[src/rtl/pwm_pkg.sv]
// pwm_pkg: shared definitions for the PWM generator.
//   PwmWidth    - default width of counter, period and duty
//   pwm_state_e - controller state (StIdle, StRun)
package pwm_pkg;

    localparam int unsigned PwmWidth = 8;

    typedef enum logic [0:0] {
        StIdle,
        StRun
    } pwm_state_e;

endpackage

[src/rtl/pwm_gen_if.sv]
// pwm_gen_if: control/status bundle of the PWM generator.
//   presc_in    - prescaler clock_out level (sampled in clk_in domain)
//   enable      - run request, level-sensitive
//   period      - last count value (period+1 steps per PWM period)
//   duty        - high steps per period
//   load        - strobe: adopt period/duty at the next period boundary
//   pwm_out     - registered PWM waveform
//   period_done - one-clk pulse on each counter wrap
//   busy        - high while running
// Modports: master drives the controls, slave is the generator.
interface pwm_gen_if
    import pwm_pkg::*;
#(
    parameter int unsigned WIDTH = PwmWidth
);
    logic             presc_in;
    logic             enable;
    logic [WIDTH-1:0] period;
    logic [WIDTH-1:0] duty;
    logic             load;
    logic             pwm_out;
    logic             period_done;
    logic             busy;

    modport master (
        output presc_in, enable, period, duty, load,
        input  pwm_out, period_done, busy
    );

    modport slave (
        input  presc_in, enable, period, duty, load,
        output pwm_out, period_done, busy
    );
endinterface

[src/rtl/rise_detect.sv]
// rise_detect: one-clk pulse on each rising edge of a level sampled in clk_in.
//   clk_in - clock
//   reset  - asynchronous, active-high
//   d      - level input
//   pulse  - d high now and low on the previous clk
module rise_detect (
    input  logic clk_in,
    input  logic reset,
    input  logic d,
    output logic pulse
);
    logic d_q;

    // Tracks d continuously so a level already high produces no pulse later.
    always_ff @(posedge clk_in or posedge reset) begin
        if (reset) begin
            d_q <= 1'b0;
        end else begin
            d_q <= d;
        end
    end

    assign pulse = d & ~d_q;
endmodule

[src/rtl/pwm_gen.sv]
// pwm_gen: PWM generator stepped by rising edges of a prescaler level.
//   clk_in - clock; all state on its rising edge
//   reset  - asynchronous, active-high
//   bus    - pwm_gen_if slave: presc_in/enable/period/duty/load in,
//            pwm_out/period_done/busy out (all registered)
// period/duty are held in shadow registers; a load stages new values that
// are adopted at the next counter wrap so a period is never cut short.
module pwm_gen
    import pwm_pkg::*;
#(
    parameter int unsigned WIDTH = PwmWidth
) (
    input logic       clk_in,
    input logic       reset,
    pwm_gen_if.slave  bus
);
    pwm_state_e       state_q, state_d;
    logic [WIDTH-1:0] cnt_q, cnt_d;
    logic [WIDTH-1:0] per_sh_q, per_sh_d;
    logic [WIDTH-1:0] duty_sh_q, duty_sh_d;
    logic [WIDTH-1:0] stg_per_q, stg_per_d;
    logic [WIDTH-1:0] stg_duty_q, stg_duty_d;
    logic             pending_q, pending_d;
    logic             pwm_q, pwm_d;
    logic             done_q, done_d;
    logic             busy_q, busy_d;
    logic             step;

    rise_detect u_rise_detect (
        .clk_in (clk_in),
        .reset  (reset),
        .d      (bus.presc_in),
        .pulse  (step)
    );

    always_comb begin
        state_d    = state_q;
        cnt_d      = cnt_q;
        per_sh_d   = per_sh_q;
        duty_sh_d  = duty_sh_q;
        stg_per_d  = stg_per_q;
        stg_duty_d = stg_duty_q;
        pending_d  = pending_q;
        pwm_d      = 1'b0;
        done_d     = 1'b0;
        busy_d     = 1'b0;

        unique case (state_q)
            StIdle: begin
                if (bus.enable) begin
                    state_d   = StRun;
                    per_sh_d  = bus.period;
                    duty_sh_d = bus.duty;
                    cnt_d     = '0;
                    pending_d = 1'b0;
                    busy_d    = 1'b1;
                    pwm_d     = (bus.duty != '0);
                end
            end
            StRun: begin
                if (!bus.enable) begin
                    state_d = StIdle;
                    cnt_d   = '0;
                end else begin
                    busy_d = 1'b1;
                    if (bus.load) begin
                        stg_per_d  = bus.period;
                        stg_duty_d = bus.duty;
                        pending_d  = 1'b1;
                    end
                    if (step) begin
                        if (cnt_q == per_sh_q) begin
                            cnt_d  = '0;
                            done_d = 1'b1;
                            // A load on the wrap clk wins over older staged values.
                            if (bus.load) begin
                                per_sh_d  = bus.period;
                                duty_sh_d = bus.duty;
                                pending_d = 1'b0;
                            end else if (pending_q) begin
                                per_sh_d  = stg_per_q;
                                duty_sh_d = stg_duty_q;
                                pending_d = 1'b0;
                            end
                        end else begin
                            cnt_d = cnt_q + 1'b1;
                        end
                    end
                    // Compare against post-update values so pwm_out tracks cnt exactly.
                    pwm_d = (cnt_d < duty_sh_d);
                end
            end
            default: state_d = StIdle;
        endcase
    end

    always_ff @(posedge clk_in or posedge reset) begin
        if (reset) begin
            state_q    <= StIdle;
            cnt_q      <= '0;
            per_sh_q   <= '0;
            duty_sh_q  <= '0;
            stg_per_q  <= '0;
            stg_duty_q <= '0;
            pending_q  <= 1'b0;
            pwm_q      <= 1'b0;
            done_q     <= 1'b0;
            busy_q     <= 1'b0;
        end else begin
            state_q    <= state_d;
            cnt_q      <= cnt_d;
            per_sh_q   <= per_sh_d;
            duty_sh_q  <= duty_sh_d;
            stg_per_q  <= stg_per_d;
            stg_duty_q <= stg_duty_d;
            pending_q  <= pending_d;
            pwm_q      <= pwm_d;
            done_q     <= done_d;
            busy_q     <= busy_d;
        end
    end

    assign bus.pwm_out     = pwm_q;
    assign bus.period_done = done_q;
    assign bus.busy        = busy_q;
endmodule

[src/flat_wrapper.sv]
// flat-port wrapper written by rule: the top's interface ports become plain ports
module pwm_gen_flat import pwm_pkg::*;
#(
    parameter int unsigned WIDTH = PwmWidth
)
  (clk_in, reset, bus_presc_in, bus_enable, bus_period, bus_duty, bus_load, bus_pwm_out, bus_period_done, bus_busy);
  pwm_gen_if #(.WIDTH(WIDTH)) bus_i ();
  input logic clk_in;
  input logic reset;
  input wire logic [$bits(bus_i.presc_in)-1:0] bus_presc_in;
  input wire logic [$bits(bus_i.enable)-1:0] bus_enable;
  input wire logic [$bits(bus_i.period)-1:0] bus_period;
  input wire logic [$bits(bus_i.duty)-1:0] bus_duty;
  input wire logic [$bits(bus_i.load)-1:0] bus_load;
  output wire logic [$bits(bus_i.pwm_out)-1:0] bus_pwm_out;
  output wire logic [$bits(bus_i.period_done)-1:0] bus_period_done;
  output wire logic [$bits(bus_i.busy)-1:0] bus_busy;
  assign bus_i.presc_in = bus_presc_in;
  assign bus_i.enable = bus_enable;
  assign bus_i.period = bus_period;
  assign bus_i.duty = bus_duty;
  assign bus_i.load = bus_load;
  assign bus_pwm_out = bus_i.pwm_out;
  assign bus_period_done = bus_i.period_done;
  assign bus_busy = bus_i.busy;
  pwm_gen #(.WIDTH(WIDTH)) u_core (.clk_in(clk_in), .reset(reset), .bus(bus_i));
endmodule
[config.mk]
export PLATFORM = sky130hd
export DESIGN_NAME = pwm_gen_flat
export DESIGN_NICKNAME = d
export VERILOG_FILES = /design/src/rtl/pwm_pkg.sv /design/src/rtl/pwm_gen_if.sv /design/src/rtl/rise_detect.sv /design/src/rtl/pwm_gen.sv /design/src/flat_wrapper.sv
export SDC_FILE = /design/constraint.sdc
export NUM_CORES = 1
export LEC_CHECK = 0
export BUFFER_PORTS_ARGS = -buffer_cell sky130_fd_sc_hd__clkbuf_2
export CAP_MARGIN = 10
export CORE_MARGIN = 2
export CORE_UTILIZATION = 48
export DETAILED_ROUTE_END_ITERATION = 8
export PLACE_DENSITY = 0.71
export SLEW_MARGIN = 20
export SYNTH_ARGS = -nofsm -noshare
export SYNTH_HDL_FRONTEND = slang
export SYNTH_HIERARCHICAL = 1
export SYNTH_SLANG_ARGS = --single-unit
[constraint.sdc]
create_clock -name clk_in -period 8.1 [get_ports clk_in]
set_clock_uncertainty 0.1 [all_clocks]
set_input_delay 0.405 -clock clk_in [delete_from_list [all_inputs] [get_ports clk_in]]
set_output_delay 0.405 -clock clk_in [all_outputs]
set_load 0.01 [all_outputs]
Word level (Yosys, flattened, before mapping)
Index checks and enable logic that the tools add are counted.
{"block": "op_classes", "n_addsub": 1, "n_lt_le_gt_ge": 1, "n_eq_ne": 6, "mux": 39, "bitwise_logic": 3, "n_reduce_logical": 4}
{"op": "$mux 8", "count": 20}
{"op": "$pmux 8 s2", "count": 3}
{"op": "$mux 1", "count": 14}
{"op": "$add 8x1->8 const B", "count": 1}
{"op": "$eq 8x8->1", "count": 1}
{"op": "$lt 8x8->1", "count": 1}
{"op": "$ne 2x2->1 const B", "count": 4}
{"op": "$reduce_bool 8->1", "count": 1}
{"op": "$reduce_and 5->1", "count": 1}
{"op": "$pmux 1 s2", "count": 2}
{"op": "$ne 3x2->1 const B", "count": 1}
{"op": "$reduce_and 3->1", "count": 1}
{"op": "$not 1->1", "count": 2}
{"op": "$reduce_and 2->1", "count": 1}
{"op": "$and 1x1->1", "count": 1}
{"block": "totals", "regBits": 45, "in_bits": 21, "output_inout_bits": 3, "word_cells": 64}

Logic depth before layout (Yosys ltp)
{"block": "depth", "ltp_word": 9, "depth_mapped": 12, "ltp_nobuf": 11}

By module
The synthesis kept the hierarchy.
{"mod": "pwm_gen", "n_inst": 1, "cells_per_inst": 232, "area_per_inst_um2": 2498.6, "seq_area_each_um2": 1101.1}
{"mod": "rise_detect", "n_inst": 1, "cells_per_inst": 3, "area_per_inst_um2": 42.5, "seq_area_each_um2": 25.0}

Worst setup path before layout
OpenSTA, ideal clock, no wires.
{"block": "synth_timing", "kind": "input-to-reg", "start": "input port bus_presc_in", "end": "register u_core.pwm_q (netlist: u_core/bus.pwm_out)", "setup_ns": 0.094, "arrival_time_ns": 2.669, "slack_ns": 5.237, "stages": 12, "path_cell_list": "nor2b_4 clkbuf_1 nand4_1 or4_1 buf_2 a22oi_1 ha_1 a21o_1 a21oi_1 o21ai_0 nor2b_1 a211oi_1"}
{"block": "synth_via", "elab_chain_cells": 7, "word_cells_on_any_way": 10, "classes_between": "1 x order compare; 8 x mux; 1 x bitwise"}
{"element": "start, declared", "line_no": "flat_wrapper.sv:10", "source": "input wire logic [$bits(bus_i.presc_in)-1:0] bus_presc_in;"}
{"element": "$and 1x1->1 (*)", "line_no": "rise_detect.sv:23", "source": "assign pulse = d & ~d_q;"}
{"element": "$mux 8", "line_no": "pwm_gen.sv:71", "source": "if (step) begin"}
{"element": "$mux 8", "line_no": "pwm_gen.sv:61", "source": "if (!bus.enable) begin"}
{"element": "$mux 8", "line_no": "pwm_gen.sv:48", "source": "unique case (state_q)"}
{"element": "$lt 8x8->1 (*)", "line_no": "pwm_gen.sv:90", "source": "pwm_d = (cnt_d < duty_sh_d);"}
{"element": "$mux 1 (*)", "line_no": "pwm_gen.sv:61"}
{"element": "$pmux 1 s2 (*)", "line_no": "pwm_gen.sv:48"}
{"element": "net u_core.pwm_d", "line_no": "pwm_gen.sv:24", "source": "logic pwm_q, pwm_d;"}
{"element": "end signal, assigned", "line_no": "pwm_gen.sv:117", "source": "pwm_q <= pwm_d;"}
{"element": "end, declared", "line_no": "pwm_gen.sv:24"}
The timed path passes the listed nets; every way through them passes the cells marked *. The select of a mux whose other input is x is not followed.
A chain may end at the register's enable or synchronous reset.

Final worst setup path
{"block": "layout_timing", "start": "register u_core.cnt_q[2]", "end": "register u_core.pwm_q (netlist: u_core/bus.pwm_out)"}
{"block": "layout_via", "elab_chain_cells": 8, "word_cells_on_any_way": 13, "classes_between": "1 x add/sub; 1 x order compare; 1 x eq/ne; 10 x mux"}
{"element": "start, declared", "line_no": "pwm_gen.sv:18", "source": "logic [WIDTH-1:0] cnt_q, cnt_d;"}
{"element": "start signal, assigned", "line_no": "pwm_gen.sv:111", "source": "cnt_q <= cnt_d;"}
{"element": "$add 8x1->8 / $eq 8x8->1 (equally long branches)", "line_no": "pwm_gen.sv:86, pwm_gen.sv:72"}
{"element": "$mux 8", "line_no": "pwm_gen.sv:72", "source": "if (cnt_q == per_sh_q) begin"}
{"element": "$mux 8", "line_no": "pwm_gen.sv:71"}
{"element": "$mux 8", "line_no": "pwm_gen.sv:61"}
{"element": "$mux 8", "line_no": "pwm_gen.sv:48"}
{"element": "$lt 8x8->1 (*)", "line_no": "pwm_gen.sv:90"}
{"element": "$mux 1 (*)", "line_no": "pwm_gen.sv:61"}
{"element": "$pmux 1 s2 (*)", "line_no": "pwm_gen.sv:48"}
{"element": "net u_core.pwm_d", "line_no": "pwm_gen.sv:24"}
Marks and branches as above.

==> impl_metrics.ini <==
[outcome]
status = finished clean

[placement]
pre_cts_slack_ns = 4.81
dp_hpwl_mm = 3.83
io_buffers = 23
place_area_sq_um = 2690
gp_congestion = 0.858

[setup_path]
reg2reg_depth = 10
worstReg2RegEnd = u_core/bus.pwm_out$_DFF_PP0_
critPathLaunchType = flop
critPathArrivalTime_ns = 3.47
critical_path_peak_fanout = 18
endpoint_kind = flop
crit_path_top_delay_cell = nor3_2
cp_slowest_stage_delay_ns = 0.82
cp.required_ns = 8.22
path_class = flop to flop
cp_cell_sequence = xnor2_1, nand4_1, nor3_2, a22oi_1, ha_1, a21o_1, a21oi_1, o21ai_0, nor2b_1, a211oi_1
r2r_start = u_core/cnt_q[2]$_DFFE_PP0P_
rrSetupSlack_ns = 4.74

[routing]
totalWireLength_mm = 5.37
route.detailed.drc = 0
routed_via_density = 5.84
dr.first_iter.drc_count = 143
ant_nets = 0
wl_per_cell_microns = 16.6
vias = 1893
drt_pass1_iterations = 4

[cells_and_area]
syn2layout_area_growth_pct = 9.90
n_antenna_cell = 0
nets = 282
fin_util = 0.547
fillCellCount = 472
drive_above_1_share = 0.272
postLayoutCellArea_sq_um = 2790

[floorplan]
fp.dieArea_sq_um = 5890
ios = 24
die_w_microns = 76.8
rows = 26
core_sq_um = 5110
die_h_microns = 76.8
start_util = 0.498

[timing]
timing.final.crit_share = 0.414
setup_viol = 0
fmax_ghz = 0.298
setup_tns_ns = 0
worst_slew_pin_slew_ns = 1.06
rsz0062_at_grt = no
hold_viol = 0
post-route-min-period_ns = 3.36
slew_headroom = 0.292
finalWorstSetupSlack_ns = 4.74
slew_violations = 0

[cts]
cts_buffer_depth = 2
cts.sinks = 45
cts-resized-gates = 0
post_cts.repair.setup_buffers = 0
worstSkewPairLatency_ns = 0.32
cts.clk_slew.worst_paths_ns = 0.10
htree_levels = 2
cts_tree = built
cts_buffers = 5
root_buffer = clkbuf_8

[hold_path]
hp-start = bus_presc_in
holdPathStages = 1
hold_end = u_core/u_rise_detect/d_q$_DFF_PP0_
hp-class = primary input to flop

[synth]
synth-edff-count = 0
ys_ff_latch = 45
synth-simple-area-share = 0.120
synth_fp_nets = 264
synth.distinct_cells = 43
yosysTopAreaCell = dfrtp_1
synth_top_family_by_area = multiplexers
yosysSeqAreaShare = 0.443
yosysTopAreaCellShare = 0.443
synth.avg_cell_area_sq_um = 10.8
synth_compound_area_frac = 0.150
yosys.area_share.adder = 0.0394
syn_area_sq_um = 2540
synth_xor_area_frac = 0.0517
ys_top_cells_by_area = dfrtp_1, mux2_2, mux2_4, ha_1, xnor2_1
synthArstFlopShare = 1.00
yosys-top-cells-count = dfrtp_1, mux2_2, nand2_1
syn_inst = 235
synth_mux_area_frac = 0.165
ys.flop_type = dfrtp_1
synth_most_common_cell = dfrtp_1
synth_warnings = 6

[grt]
overflow = 0
grt_use_total = 0.197
first_global_vias = 1900
antenna_found_initial = 0
grt_max_degree = 33
grt_pass1_wl_mm = 9.07

[flow_run]
cap_viol_max_count = 0

[power_and_ir_drop]
leakagePower_uw = 0.00125
vdd_ir_drop_max_mv = 0.109
power_uw = 525
p_per_area_nw_per_um2 = 188
cells by family after synthesis:
kind of cell               count (synthesis)
muxes                                     35
buffers and inverters                     18
AOI/OAI and AO/OA                         53
xor gates and xnor gates                  15
and+or+nand+nor                           61
adders and majority gates                  8
DFF                                       45
critical path: cells and delay by family (launching register included):
family                     cells  cell delay [ns]
DFF                            1             0.48
AOI/OAI and AO/OA              5             0.92
xor gates and xnor gates       1             0.26
adders and majority gates      1             0.37
and+or+nand+nor                3             1.12
per-layer routing:
layer,part of all wire,global-route usage
met1,0.46,0.265
met2,0.45,0.303
met3,0.051,0.0341
met4,0.030,0.109
met5,0,0
final cells by class:
cell class	instances	area [sq um]	share of cell area
clock inverter	3	25.0	0.00896
tap	70	87.6	0.0314
multi-input combinational	172	1340	0.479
inverter	4	15.0	0.00538
clock buffer	5	68.8	0.0246
timing repair buffer	25	133	0.0475
sequential	45	1130	0.403
what timing repair did:
item / CTS / global route
hold buffers: 1 / 0
endpoints found under the setup margin: 0 / 0
endpoints found under the hold margin: 13 / 0
flip-flops by register name, indices dropped and copies added (netlist names), 8 cells and up:
register,cells
u_core/stg_per_q,8
u_core/cnt_q,8
u_core/duty_sh_q,8
u_core/stg_duty_q,8
u_core/per_sh_q,8
power by group:
part / switching [uW] / internal, uW / leakage (uW) / total [uW]
clock network: 86.4 / 62.9 / 0.0000452 / 149
registers: 20.9 / 255 / 0.000547 / 276
logic: 46.1 / 54.2 / 0.000659 / 100
cell usage in the layout, fill, tap and decap left out, types with 3 or more instances in the layout:
master and instances:
ha_1 8, a22oi_1 7, xor2_1 5, nor3b_1 3, xnor2_1 10, a221o_1 3, clkbuf_8 5, dfrtp_1 45
o21ai_0 7, nand4_1 4, nor2_1 14, o22ai_1 3, clkbuf_2 23, a21o_1 5, mux2_2 27, nand2_1 20
mux2_4 7, a21oi_1 9, nand3_1 7, and3_1 3, a22o_1 8
how the worst max path moves through the flow:
stage,start,to,slack [ns],cells past startpoint
floorplan,bus_presc_in,u_core/bus.pwm_out$_DFF_PP0_,5.24,12
global placement,bus_presc_in,u_core/bus.pwm_out$_DFF_PP0_,4.91,11
detailed placement,u_core/cnt_q[3]$_DFFE_PP0P_,u_core/bus.pwm_out$_DFF_PP0_,4.81,10
CTS,u_core/cnt_q[3]$_DFFE_PP0P_,u_core/bus.pwm_out$_DFF_PP0_,4.76,10
global route,u_core/cnt_q[3]$_DFFE_PP0P_,u_core/bus.pwm_out$_DFF_PP0_,4.46,10
finish,u_core/cnt_q[2]$_DFFE_PP0P_,u_core/bus.pwm_out$_DFF_PP0_,4.74,10
stage by stage:
step	hold WS, ns	std cells
2_1_floorplan	0.0337	235
3_3_place_gp	0.135	315
3_5_place_dp	0.138	315
4_1_cts	0.103	324
5_1_grt	0.105	324
6_report	0.112	324
Power figures use the tool's default switching activity.
